[src/rtl/lsu_pkg.sv]
// Shared definitions for the load/store unit: funct3 codes, fault causes,
// controller states and the funct3 legality rule.
package lsu_pkg;

    localparam int WORD_W = 32;
    localparam int BE_W   = 4;

    localparam logic [2:0] F3_B  = 3'b000;
    localparam logic [2:0] F3_H  = 3'b001;
    localparam logic [2:0] F3_W  = 3'b010;
    localparam logic [2:0] F3_BU = 3'b100;
    localparam logic [2:0] F3_HU = 3'b101;

    localparam logic [1:0] CAUSE_NONE     = 2'd0;
    localparam logic [1:0] CAUSE_MISALIGN = 2'd1;
    localparam logic [1:0] CAUSE_RANGE    = 2'd2;
    localparam logic [1:0] CAUSE_FUNCT3   = 2'd3;

    typedef enum logic [2:0] {
        S_IDLE,
        S_FAULT,
        S_ST_WR,
        S_LD_REQ,
        S_LD_WAIT,
        S_LD_RESP
    } state_e;

    // Stores only have signed-less widths; loads add the unsigned byte/half forms.
    function automatic logic funct3_legal(input logic is_store, input logic [2:0] f3);
        if (is_store)
            return (f3 == F3_B) || (f3 == F3_H) || (f3 == F3_W);
        else
            return (f3 == F3_B) || (f3 == F3_H) || (f3 == F3_W) ||
                   (f3 == F3_BU) || (f3 == F3_HU);
    endfunction

endpackage

[src/rtl/lsu_lane_align.sv]
// Byte-lane steering: store data replication and byte enables on the way out,
// lane extraction with sign/zero extension on the way back.
module lsu_lane_align
    import lsu_pkg::*;
(
    input  logic [2:0]        i_funct3,
    input  logic [1:0]        i_byte_off,
    input  logic [WORD_W-1:0] i_store_data,
    input  logic [WORD_W-1:0] i_mem_rdata,
    output logic [BE_W-1:0]   o_be,
    output logic [WORD_W-1:0] o_wdata,
    output logic [WORD_W-1:0] o_load_data
);

    logic [WORD_W-1:0] w_lane;
    logic              w_sext;

    assign w_lane = i_mem_rdata >> {i_byte_off, 3'b000};
    assign w_sext = ~i_funct3[2];

    // NOTE: every output gets a default before the case so no latch is inferred.
    always_comb begin
        o_be        = 4'b1111;
        o_wdata     = i_store_data;
        o_load_data = w_lane;
        case (i_funct3[1:0])
            2'b00: begin
                o_be        = 4'b0001 << i_byte_off;
                o_wdata     = {4{i_store_data[7:0]}};
                o_load_data = {{24{w_sext & w_lane[7]}}, w_lane[7:0]};
            end
            2'b01: begin
                o_be        = 4'b0011 << i_byte_off;
                o_wdata     = {2{i_store_data[15:0]}};
                o_load_data = {{16{w_sext & w_lane[15]}}, w_lane[15:0]};
            end
            default: begin
                o_be        = 4'b1111;
                o_wdata     = i_store_data;
                o_load_data = w_lane;
            end
        endcase
    end

endmodule

[src/rtl/lsu_mem_port.sv]
// Load/store unit between execute and a single-port data memory: one access
// at a time with valid/ready intake, configurable read latency and fault pulses.
module lsu_mem_port
    import lsu_pkg::*;
#(
    parameter int XLEN   = 32,
    parameter int ADDR_W = 10,
    parameter int RD_LAT = 1
) (
    input  logic              i_clk,
    input  logic              i_rst,
    input  logic              i_req_valid,
    output logic              o_req_ready,
    input  logic              i_is_store,
    input  logic [2:0]        i_funct3,
    input  logic [XLEN-1:0]   i_rs1_val,
    input  logic [XLEN-1:0]   i_imm,
    input  logic [XLEN-1:0]   i_rs2_val,
    input  logic [4:0]        i_rd,
    output logic              o_stall_pc,
    output logic              o_busy,
    output logic              o_mem_we,
    output logic              o_mem_re,
    output logic [ADDR_W-1:0] o_mem_addr,
    output logic [XLEN-1:0]   o_mem_wdata,
    output logic [3:0]        o_mem_be,
    input  logic [XLEN-1:0]   i_mem_rdata,
    output logic              o_load_valid,
    output logic [4:0]        o_load_rd,
    output logic [XLEN-1:0]   o_load_data,
    output logic              o_done,
    output logic              o_fault,
    output logic [1:0]        o_fault_cause
);

    if (XLEN != 32) begin : g_xlen_check
        $error("lsu_mem_port: only XLEN=32 is supported");
    end
    if (ADDR_W + 2 >= XLEN) begin : g_addr_check
        $error("lsu_mem_port: ADDR_W must leave room for an out-of-range field");
    end
    if (RD_LAT < 1) begin : g_lat_check
        $error("lsu_mem_port: RD_LAT must be at least 1");
    end

    localparam int CNT_W = (RD_LAT > 1) ? $clog2(RD_LAT) : 1;

    state_e            r_state;
    logic              r_req_ready;
    logic              r_busy;
    logic [2:0]        r_funct3;
    logic [1:0]        r_byte_off;
    logic [4:0]        r_rd;
    logic [CNT_W-1:0]  r_lat_cnt;

    logic              r_mem_we;
    logic              r_mem_re;
    logic [ADDR_W-1:0] r_mem_addr;
    logic [XLEN-1:0]   r_mem_wdata;
    logic [3:0]        r_mem_be;
    logic              r_load_valid;
    logic [4:0]        r_load_rd;
    logic [XLEN-1:0]   r_load_data;
    logic              r_done;
    logic              r_fault;
    logic [1:0]        r_fault_cause;

    logic [XLEN-1:0]   w_ea;
    logic              w_misaligned;
    logic              w_out_of_range;
    logic [1:0]        w_cause;
    logic              w_idle;
    logic [2:0]        w_al_funct3;
    logic [1:0]        w_al_off;
    logic [3:0]        w_be;
    logic [XLEN-1:0]   w_wdata;
    logic [XLEN-1:0]   w_load_data;

    assign w_ea           = i_rs1_val + i_imm;
    assign w_misaligned   = ((i_funct3[1:0] == 2'b01) && w_ea[0]) ||
                            ((i_funct3[1:0] == 2'b10) && (w_ea[1:0] != 2'b00));
    assign w_out_of_range = |w_ea[XLEN-1:ADDR_W+2];

    always_comb begin
        w_cause = CAUSE_NONE;
        if (!funct3_legal(i_is_store, i_funct3))
            w_cause = CAUSE_FUNCT3;
        else if (w_misaligned)
            w_cause = CAUSE_MISALIGN;
        else if (w_out_of_range)
            w_cause = CAUSE_RANGE;
    end

    // One aligner serves both directions: request fields while idle, the held op afterwards.
    assign w_idle      = (r_state == S_IDLE);
    assign w_al_funct3 = w_idle ? i_funct3  : r_funct3;
    assign w_al_off    = w_idle ? w_ea[1:0] : r_byte_off;

    lsu_lane_align u_lane_align (
        .i_funct3     (w_al_funct3),
        .i_byte_off   (w_al_off),
        .i_store_data (i_rs2_val),
        .i_mem_rdata  (i_mem_rdata),
        .o_be         (w_be),
        .o_wdata      (w_wdata),
        .o_load_data  (w_load_data)
    );

    // NOTE: sequential state uses non-blocking assignments only, so every register samples pre-edge values.
    always_ff @(posedge i_clk or negedge i_rst) begin
        if (!i_rst) begin
            r_state       <= S_IDLE;
            r_req_ready   <= 1'b1;
            r_busy        <= 1'b0;
            r_funct3      <= '0;
            r_byte_off    <= '0;
            r_rd          <= '0;
            r_lat_cnt     <= '0;
            r_mem_we      <= 1'b0;
            r_mem_re      <= 1'b0;
            r_mem_addr    <= '0;
            r_mem_wdata   <= '0;
            r_mem_be      <= '0;
            r_load_valid  <= 1'b0;
            r_load_rd     <= '0;
            r_load_data   <= '0;
            r_done        <= 1'b0;
            r_fault       <= 1'b0;
            r_fault_cause <= CAUSE_NONE;
        end else begin
            // Every output is a single-cycle pulse unless the next state re-asserts it.
            r_mem_we      <= 1'b0;
            r_mem_re      <= 1'b0;
            r_mem_addr    <= '0;
            r_mem_wdata   <= '0;
            r_mem_be      <= '0;
            r_load_valid  <= 1'b0;
            r_load_rd     <= '0;
            r_load_data   <= '0;
            r_done        <= 1'b0;
            r_fault       <= 1'b0;
            r_fault_cause <= CAUSE_NONE;

            case (r_state)
                S_IDLE: begin
                    if (i_req_valid) begin
                        r_funct3    <= i_funct3;
                        r_byte_off  <= w_ea[1:0];
                        r_rd        <= i_rd;
                        r_req_ready <= 1'b0;
                        r_busy      <= 1'b1;
                        if (w_cause != CAUSE_NONE) begin
                            r_state       <= S_FAULT;
                            r_fault       <= 1'b1;
                            r_fault_cause <= w_cause;
                        end else if (i_is_store) begin
                            r_state     <= S_ST_WR;
                            r_mem_we    <= 1'b1;
                            r_mem_addr  <= w_ea[ADDR_W+1:2];
                            r_mem_be    <= w_be;
                            r_mem_wdata <= w_wdata;
                            r_done      <= 1'b1;
                        end else begin
                            r_state    <= S_LD_REQ;
                            r_mem_re   <= 1'b1;
                            r_mem_addr <= w_ea[ADDR_W+1:2];
                            r_mem_be   <= w_be;
                        end
                    end
                end
                S_LD_REQ: begin
                    r_state   <= S_LD_WAIT;
                    r_lat_cnt <= CNT_W'(RD_LAT - 1);
                end
                S_LD_WAIT: begin
                    if (r_lat_cnt == '0) begin
                        r_state      <= S_LD_RESP;
                        r_load_valid <= 1'b1;
                        r_load_rd    <= r_rd;
                        r_load_data  <= w_load_data;
                        r_done       <= 1'b1;
                    end else begin
                        r_lat_cnt <= r_lat_cnt - CNT_W'(1);
                    end
                end
                default: begin
                    r_state     <= S_IDLE;
                    r_req_ready <= 1'b1;
                    r_busy      <= 1'b0;
                end
            endcase
        end
    end

    assign o_req_ready   = r_req_ready;
    assign o_busy        = r_busy;
    assign o_stall_pc    = r_busy | (r_req_ready & i_req_valid);
    assign o_mem_we      = r_mem_we;
    assign o_mem_re      = r_mem_re;
    assign o_mem_addr    = r_mem_addr;
    assign o_mem_wdata   = r_mem_wdata;
    assign o_mem_be      = r_mem_be;
    assign o_load_valid  = r_load_valid;
    assign o_load_rd     = r_load_rd;
    assign o_load_data   = r_load_data;
    assign o_done        = r_done;
    assign o_fault       = r_fault;
    assign o_fault_cause = r_fault_cause;

endmodule
[config.mk]
export PLATFORM = sky130hd
export DESIGN_NAME = lsu_mem_port
export DESIGN_NICKNAME = d
export VERILOG_FILES = /design/src/rtl/lsu_pkg.sv /design/src/rtl/lsu_lane_align.sv /design/src/rtl/lsu_mem_port.sv
export SDC_FILE = /design/constraint.sdc
export NUM_CORES = 1
export LEC_CHECK = 0
export BUFFER_PORTS_ARGS = -buffer_cell sky130_fd_sc_hd__clkbuf_2
export CORE_UTILIZATION = 47
export DETAILED_ROUTE_END_ITERATION = 12
export PLACE_DENSITY = 0.76
export SLEW_MARGIN = 20
export SYNTH_ARGS = -nofsm -noshare
export SYNTH_HDL_FRONTEND = slang
export SYNTH_SLANG_ARGS = --single-unit
[constraint.sdc]
create_clock -name i_clk -period 2.49 [get_ports i_clk]
set_input_delay 0.1245 -clock i_clk [delete_from_list [all_inputs] [get_ports i_clk]]
set_output_delay 0.1245 -clock i_clk [all_outputs]
set_load 0.02 [all_outputs]
* Word-level counts from Yosys, hierarchy flattened *
Cells that the tools add are included.

word-level totals
  flip-flop bits (word level) = 106
  input port bits = 140
  output and inout port bits = 93

cells by class
  add/subtract/negate cells = 2
  equality and inequality tests = 11
  shift operators = 3
  multiplexer cells = 51
  bitwise operators = 6
  reductions and logical operators = 18

operator list
  operator                                             number
  two-way mux 32 bit                                   6
  case mux 32 bit (2 select lines)                     2
  adder 32 bit                                         1
  right shift 32 x 5 -> 32 bit                         1
  two-way mux 10 bit                                   3
  OR reduction 20 bit                                  1
  two-way mux 1 bit                                    18
  two-way mux 2 bit                                    8
  two-way mux 4 bit                                    3
  two-way mux 5 bit                                    2
  equality test 3 bit, second input constant           3
  two-way mux 3 bit                                    3
  case mux 3 bit (3 select lines)                      1
  case mux 1 bit (2 select lines)                      4
  case mux 4 bit (2 select lines)                      1
  equality test 3 x 2 -> 1 bit, second input constant  2
  logical NOT 3 bit                                    2
  AND reduction 2 bit                                  3
  nonzero test 2 bit                                   3
  logical OR 1 bit                                     5
  equality test 2 x 1 -> 1 bit, second input constant  2
  inequality test 2 bit, second input constant         2
  left shift 1 x 2 -> 4 bit, first input constant      1
  left shift 2 x 2 -> 4 bit, first input constant      1
  9 further kinds                                      13

* Depth between registers and ports, before layout *
Gate-level depths: netlist of run 1.

  depth in word-level cells = 11
  gate-level depth with buffers = 13
  gate-level depth less buffers = 12

* By module *
From an unflattened synthesis of run 1, not the netlist that was laid out.

unflattened totals
  cells, all modules = 744
  area, all modules = 6940.4 sq um

by module, submodules not included
  module          instances  cells each  area each (sq um)  seq. area each (sq um)
  lsu_mem_port    1          562         5622.9             2628.8
  lsu_lane_align  1          182         1317.5             0.0

* Least setup slack after synthesis of run 1 *
Ideal clock, no wire load.

  path type = input -> register
  start = input i_rs1_val[0]
  end = register r_mem_be[0], in the netlist o_mem_be[0]
  setup time = 0.111 ns
  data arrival time = 2.681 ns
  path slack = -0.302 ns
  stages on the path = 13
  path through = ha_1 -> inv_1 -> fa_1 -> nand2b_1 -> a21oi_1 -> o21ai_0 -> a21oi_1 -> and4_1 -> nor3_1 -> a2111oi_4 -> nand4_4 -> buf_6 -> a2111oi_2

on the way
  cells in the longest elaborated chain, start to end = 10

ends and longest elaborated chain
  what                                                                         RTL line             RTL
  from (decl)                                                                  lsu_mem_port.sv:16   input logic [XLEN-1:0] i_rs1_val,
  adder 32 bit (*)                                                             lsu_mem_port.sv:79   assign w_ea = i_rs1_val + i_imm;
  parallel branches: the longest is 6 deep, another holds OR reduction 20 bit  n/a
  two-way mux 4 bit (*)                                                        lsu_mem_port.sv:152  if (w_cause != CAUSE_NONE) begin
  two-way mux 4 bit (*)                                                        lsu_mem_port.sv:146  if (i_req_valid) begin
  two-way mux 4 bit (*)                                                        lsu_mem_port.sv:144  case (r_state)
  to (signal assigned)                                                         lsu_mem_port.sv:160  r_mem_be <= w_be;
  to (signal assigned)                                                         lsu_mem_port.sv:167  r_mem_be <= w_be;
  to (decl)                                                                    lsu_mem_port.sv:60   logic [3:0] r_mem_be;

Every way passes the cells marked *.
A chain may end at the register's enable or synchronous reset.

* Worst setup path in the final report of run 1 *
  start = input i_imm[1]
  end = register r_mem_wdata[8], in the netlist o_mem_wdata[8]

on the way
  cells in the longest elaborated chain, start to end = 10

ends and longest elaborated chain
  what                                                                         RTL line             RTL
  from (decl)                                                                  lsu_mem_port.sv:17   input logic [XLEN-1:0] i_imm,
  adder 32 bit (*)                                                             lsu_mem_port.sv:79
  parallel branches: the longest is 3 deep, another holds OR reduction 20 bit  n/a
  two-way mux 2 bit (*)                                                        lsu_mem_port.sv:88   else if (w_misaligned)
  two-way mux 2 bit (*)                                                        lsu_mem_port.sv:86   if (!funct3_legal(i_is_store, i_funct3))
  nonzero test 2 bit (*)                                                       lsu_mem_port.sv:152
  two-way mux 32 bit (*)                                                       lsu_mem_port.sv:152
  two-way mux 32 bit (*)                                                       lsu_mem_port.sv:146
  two-way mux 32 bit (*)                                                       lsu_mem_port.sv:144
  to (signal assigned)                                                         lsu_mem_port.sv:161  r_mem_wdata <= w_wdata;
  to (decl)                                                                    lsu_mem_port.sv:59   logic [XLEN-1:0] r_mem_wdata;

Marked as above.

==> results of run 1 <==
-- state kept, by name (all words and copies together) (netlist names), 3 cells and up --
signal	flops
r_rd	5
o_load_rd	5
o_mem_addr	10
r_state	3
r_funct3	3
o_load_data	32
o_mem_be	4
o_mem_wdata	32
-- cells in the mapped netlist (3+ instances only) --
cell type and n:
o21ai_1 6, o211ai_1 14, buf_1 4, nor4_2 43
or3_1 6, nand4_1 14, or2_2 3, nor4_1 7
a2111oi_4 3, xnor2_1 9, buf_6 9, nand3_1 6
a21o_1 6, ha_1 31, o21ai_0 44, mux2_2 25
mux2i_1 24, a21oi_1 71, a31oi_1 5, nand2b_1 5
nor2_1 63, clkbuf_1 28, o21a_1 6, nand2_1 133
o21bai_1 3, dfrtp_1 104, a311oi_1 9, a21oi_2 3
a211oi_1 5, buf_2 5, xor2_1 8, and4_1 4
clkbuf_8 5, inv_1 16, and3_1 6, nor3_1 10
-- power by group through the flow --
stage / registers (mW) / logic, mW / clock network (mW)
after CTS: 1.76 / 1.71 / 1.40
after detailed placement: 1.79 / 1.69 / 0
after global placement: 1.79 / 1.67 / 0
after floorplan: 1.80 / 1.04 / 0
final: 1.76 / 1.76 / 1.36
after global routing: 1.77 / 1.92 / 1.45
-- cell type report --
cell class,count,share of cell area
inverters,16,0.00595
clock buffers,10,0.0227
repair buffers,367,0.230
well taps,184,0.0228
flip-flops and latches,105,0.261
multi-input cells,611,0.453
clock inverters,6,0.00583
-- worst max-delay path, delay by kind of cell --
kind / cells / cell delay [ns]
buffers and inverters: 2 / 0.33
adder cells (fa/ha/maj): 1 / 0.24
AO/OA/AOI/OAI: 6 / 1.64
AND/OR/NAND/NOR: 3 / 0.63
-- path summary, 6_finish.rpt --
path                               startpoint              end  slack, ns  cells past startpoint
worst min-delay path                  i_rd[3]          r_rd[3]      0.009                      2
min in group asynchronous               i_rst  o_load_data[29]       0.17                      2
worst max register to register     r_state[1]  o_load_data[29]       0.13                     11
worst min register to register  r_byte_off[1]    r_byte_off[1]       0.49                      2
worst max-delay path                 i_imm[1]   o_mem_wdata[8]      -0.29                     12
max in group asynchronous               i_rst  o_mem_wdata[30]       1.59                      3
-- per-stage QoR --
step	std cells	power (mW)	util	setup slack, ns	area (um^2)
global placement	1273	3.46	0.645	-0.646	9520
floorplan	784	2.84	-	-0.114	7430
CTS	1294	4.87	0.672	-0.208	9910
detailed placement	1273	3.48	0.645	-0.628	9520
global route	1299	5.14	0.684	-0.479	10100
finish	1299	4.89	0.684	-0.290	10100
-- routing by layer --
metal / wire (um) / share of wire / vias to the layer above / track usage
li1: - / - / 3508 / -
met1: 9890 / 0.44 / 3474 / 0.384
met2: 10800 / 0.48 / 281 / 0.453
met3: 1210 / 0.055 / 35 / 0.0459
met4: 384 / 0.017 / 0 / 0.0624
met5: 0 / 0 / - / 0
-- logic make-up (layout without fill, tap and decap cells) --
family                   count (synthesis)  count (layout)  synth area share
multiplexers                            51              51            0.0773
buffers and inverters                   68             399            0.0531
flip-flops                             105             105             0.364
XOR/XNOR                                17              17            0.0206
adder cells (fa/ha/maj)                 32              32            0.0565
AND/OR/NAND/NOR                        312             312             0.246
AO/OA/AOI/OAI                          199             199             0.183
-- what timing repair did --
item / 4_1_cts / 5_1_grt
hold buffers: 1 / 0
endpoints found under the hold margin: 67 / 0
pin swaps: 1 / 11
buffers inserted: 3 / 5
endpoints found under the setup margin: 53 / 69
gates cloned: 1 / 0
gates resized for setup: 9 / 29
==> results.yml, run 1 <==
logic_synthesis:
  synth_enable_flop_cells: 0
  synth_top_area_cell: "dfrtp_1"
  syn_area_mm2: 0.00722
  seq_area_frac_synth: 0.364
  synth-async-reset-ratio: 1.00
  synth_ff_type: "dfrtp_1"
  syn-num-nets: 956
  ys_types: 70
  synth_area_per_cell_um2: 9.20
  syn_inst: 784
  synth_warnings: 0
  synth_top_area_share: 0.361
  synth.area.top_cells: "dfrtp_1 36%, nor4_2 7.5%, nand2_1 6.9%"
  ys_ff_latch: 105
layout:
  drive_above_1_share: 0.463
  diodes: 0
  fillCellCount: 1220
  final_cell_mix: "229 x clkbuf_2, 133 x nand2_1, 124 x buf_4"
  area_growth_pct: 39.8
  area.sequential_mm2: 0.00263
  final_common_cell: "clkbuf_2"
  fin_nets: 1282
  multi_input_area_mm2: 0.00456
setup_path:
  cpMostUsedCell: "a2111oi_4"
  end_kind: "flip-flop"
  slowest_delay_ns: 0.48
  required_ns: 2.72
  crit_path_max_fanout: 36
  worstSetupPathType: "input port to flip-flop"
  path_cells: "buf_8 > ha_4 > a21o_1 > nand4_1 > a2111oi_4 > o21a_2 > o21ai_2 > o311a_1 > a2111oi_4 > nand4_4 > buf_12 > nor4_2"
  critical_path.slowest_cell: "a2111oi_4"
  critPathLaunchType: "input port"
  crit_arrival_ns: 3.01
sta:
  slew_headroom: 0.572
  postLayoutSetupSlackWorst_ns: -0.290
  fin_tns_setup_ns: -11.13
  hold_violations: 0
  hold_ws_ns: 0.00896
  maxSlewViolCount: 0
  post-route-period-util: 1.12
  finalSetupViolations: 53
  fmax_ghz: 0.360
  finalCriticalPeriod_ns: 2.78
  worstMarginPinSlew_ns: 0.641
  rsz0062_at_grt: "true"
  clock_skew_ns: 0.0143
detailed_routing:
  vias: 7298
  drt_iter0_markers: 539
  via_per_inst: 5.62
  dr.pass1.iters: 5
  wirelength_um: 22200
  wl_per_cell_um: 17.1
  ant_nets: 0
  drc: 0
outcome:
  status: "finished, violations left"
  violations: "setup timing"
pwr:
  seqPwrFrac: 0.360
  swShare: 0.345
  cellInternalPower_mw: 3.21
  pwr_density_cell_mw_per_mm2: 485
  irDropWorstVdd_uv: 349
  leakage_nw: 4.87
  p_comb_frac: 0.361
  pwr-share-clk: 0.279
  switchingPower_mw: 1.69
clock_network:
  clock_sinks: 105
  cts_buffers: 9
  root_buffer: "clkbuf_16"
  cts_max_level: 3
  clk_latency_ns: 0.34
  clock_path_buffers: 2
  path_clk_slew_ns: 0.08
  cts_tree: "built"
placement:
  port_buffers: 232
  place.detailed.hpwl_um: 16800
  gp_congestion: 0.981
job:
  drv_cap: 0
floorplan:
  core-area_mm2: 0.0148
  dieWidth_um: 126
  die_h_um: 126
  io_pins: 233
  rows: 44
  die_area_mm2: 0.0159
  start_util: 0.489
min_path:
  hold_class: "input port to flip-flop"
global_routing:
  overflow: 0
  grt_use_total: 0.277
  grt_max_degree: 57
  antenna_found_initial: 0
  grt_pass1_vias: 7061
  grt_pass1_wl_um: 35500
No activity file was read; power rests on OpenSTA's default activity.
==> inputs of run 2 (changes only) <==
--- a/config.mk
+++ b/config.mk
@@ -6,9 +6,9 @@
 export NUM_CORES = 1
 export LEC_CHECK = 0
 export BUFFER_PORTS_ARGS = -buffer_cell sky130_fd_sc_hd__clkbuf_2
-export CORE_UTILIZATION = 47
+export CORE_UTILIZATION = 52
 export DETAILED_ROUTE_END_ITERATION = 12
-export PLACE_DENSITY = 0.76
+export PLACE_DENSITY = 0.8
 export SLEW_MARGIN = 20
 export SYNTH_ARGS = -nofsm -noshare
 export SYNTH_HDL_FRONTEND = slang
==> constraint.sdc (replaced) <==
create_clock -name i_clk -period 2.95 [get_ports i_clk]
set_input_delay 0.1475 -clock i_clk [delete_from_list [all_inputs] [get_ports i_clk]]
set_output_delay 0.1475 -clock i_clk [all_outputs]
set_load 0.02 [all_outputs]
==> run 2 against run 1 <==
Compared with the run above: the flow now finishes without violations; die area shrank 9.5%; non-clock buffer count decreased by 44; largest power group unchanged; first-iteration DRC count rose by 13%; utilization up 2.0 points; largest cell class unchanged; via count decreased by 0.11%; hold slack better by 0.028 ns.
==> results.yml, run 2 (synthesis gave the netlist of run 1 again) <==
outcome:
  status: "finished, final reports clean"
pwr:
  seqPwrFrac: 0.365
  irDropWorstVdd_uv: 279
  leakage_nw: 4.60
  pwr_density_cell_mw_per_mm2: 433
  swShare: 0.338
  switchingPower_mw: 1.38
  cellInternalPower_mw: 2.70
  p_comb_frac: 0.335
  pwr-share-clk: 0.300
sta:
  slew_headroom: 0.468
  finalCriticalPeriod_ns: 2.82
  worstMarginPinSlew_ns: 0.797
  clock_skew_ns: 0.0125
  hold_violations: 0
  fin_tns_setup_ns: 0
  fmax_ghz: 0.355
  finalSetupViolations: 0
  postLayoutSetupSlackWorst_ns: 0.134
  post-route-period-util: 0.955
  maxSlewViolCount: 0
min_path:
  holdPathStages: 2
  hold_class: "input port to flip-flop"
  hold_end: "r_rd[1]"
  hp-start: "i_rd[1]"
floorplan:
  rows: 42
  die_h_um: 120
  start_util: 0.538
  io_pins: 233
  core-area_mm2: 0.0134
  dieWidth_um: 120
  die_area_mm2: 0.0144
placement:
  gp_congestion: 0.971
  port_buffers: 232
  place.detailed.hpwl_um: 16500
  placed_area_mm2: 0.00901
  pre_cts_ws_ns: -0.260
global_routing:
  grt_use_total: 0.305
  antenna_found_initial: 0
  grt_pass1_vias: 7072
  busiest_layer: "met2"
  grt_pass1_wl_um: 34800
  met2_usage: 0.508
  use_met3: 0.0480
  overflow: 0
  grt_max_degree: 59
  use_met1: 0.403
setup_path:
  reg2reg_from: "r_state[1]"
  reg2regPathDepth: 10
  required_ns: 3.20
  path_buf_inv: 2
  crit_path_max_fanout: 36
  critical_path.slowest_cell: "a2111oi_4"
  rrSetupSlack_ns: 0.22
  crit_arrival_ns: 3.07
  worstSetupPathType: "input port to flip-flop"
  critPathLaunchType: "input port"
  path_cells: "clkbuf_2 > ha_1 > a21oi_1 > o21ai_2 > o31ai_2 > a311oi_2 > o21a_1 > or3_4 > a2111oi_4 > nand4_4 > buf_12 > nor4_4"
  slowest_delay_ns: 0.44
  cpLargestDelayFamily: "compound AO/OA/AOI/OAI gates"
  reg2reg_to: "o_load_data[21]"
  end_kind: "flip-flop"
layout:
  fin_nets: 1238
  final_cell_mix: "231 x clkbuf_2, 132 x nand2_1, 104 x dfrtp_1"
  diodes: 0
  multi_input_area_mm2: 0.00432
  drive_above_1_share: 0.419
  final_common_cell: "clkbuf_2"
  fillCellCount: 1067
  area.sequential_mm2: 0.00263
  stdcell_area_mm2: 0.00942
  area_growth_pct: 30.6
detailed_routing:
  wl_per_cell_um: 17.2
  drc: 0
  ant_nets: 0
  dr.pass1.iters: 5
  via_per_inst: 5.85
  drt_iter0_markers: 610
  wirelength_um: 21500
  vias: 7290
clock_network:
  cts_buffers: 9
  clk_latency_ns: 0.35
  clock_sinks: 105
  path_clk_slew_ns: 0.07
  post_cts_buffers: 0
  cts_max_level: 3
  clock_path_buffers: 2
  root_buffer: "clkbuf_16"
  cts_tree: "built"
job:
  drv_cap: 0
-- run 2: worst max-delay path by stage --
stage	from	end	slack [ns]	depth (start not counted)
after global routing	i_rs1_val[20]	o_mem_wdata[28]	-0.03	12
after floorplan	i_rs1_val[0]	o_mem_be[0]	0.13	13
after global placement	i_rs1_val[0]	o_mem_be[0]	-0.12	14
after CTS	i_rs1_val[0]	o_mem_addr[8]	0.08	14
final	i_rs1_val[20]	o_mem_wdata[15]	0.13	12
after detailed placement	i_rs1_val[0]	o_mem_addr[8]	-0.26	14
-- run 2: final cells by class --
| class | instances | area share |
|---|---|---|
| Clock inverter | 7 | 0.00810 |
| Inverter | 16 | 0.00637 |
| Multi-Input combinational cell | 611 | 0.459 |
| Timing Repair Buffer | 323 | 0.201 |
| Clock buffer | 9 | 0.0239 |
| Tap cell | 176 | 0.0234 |
| Sequential cell | 105 | 0.279 |
-- run 2: power groups by stage --
stage | Combinational (mW) | Sequential [mW] | Clock, mW
floorplan | 0.832 | 1.52 | 0
global placement | 1.30 | 1.51 | 0
detailed placement | 1.32 | 1.52 | 0
CTS | 1.33 | 1.49 | 1.24
global route | 1.50 | 1.49 | 1.29
finish | 1.37 | 1.49 | 1.22
-- run 2: layer usage --
| metal | share of wire | wire (um) |
|---|---|---|
| met5 | 0 | 0 |
| met2 | 0.49 | 10500 |
| met4 | 0.024 | 505 |
| met1 | 0.43 | 9120 |
| met3 | 0.061 | 1300 |
-- run 2: stage by stage --
stage / instances / hold slack (ns) / total power [mW] / util
floorplan: 784 / -0.148 / 2.35 / -
global placement: 1230 / 0.247 / 2.81 / 0.673
detailed placement: 1230 / 0.252 / 2.84 / 0.673
CTS: 1247 / 0.0247 / 4.06 / 0.696
global route: 1247 / 0.0292 / 4.28 / 0.703
finish: 1247 / 0.0365 / 4.08 / 0.703
-- run 2: what timing repair did --
item,CTS,global route
hold buffers,1,0
setup endpoints to repair,0,56
gates resized for setup,0,20
hold endpoints to repair,56,0
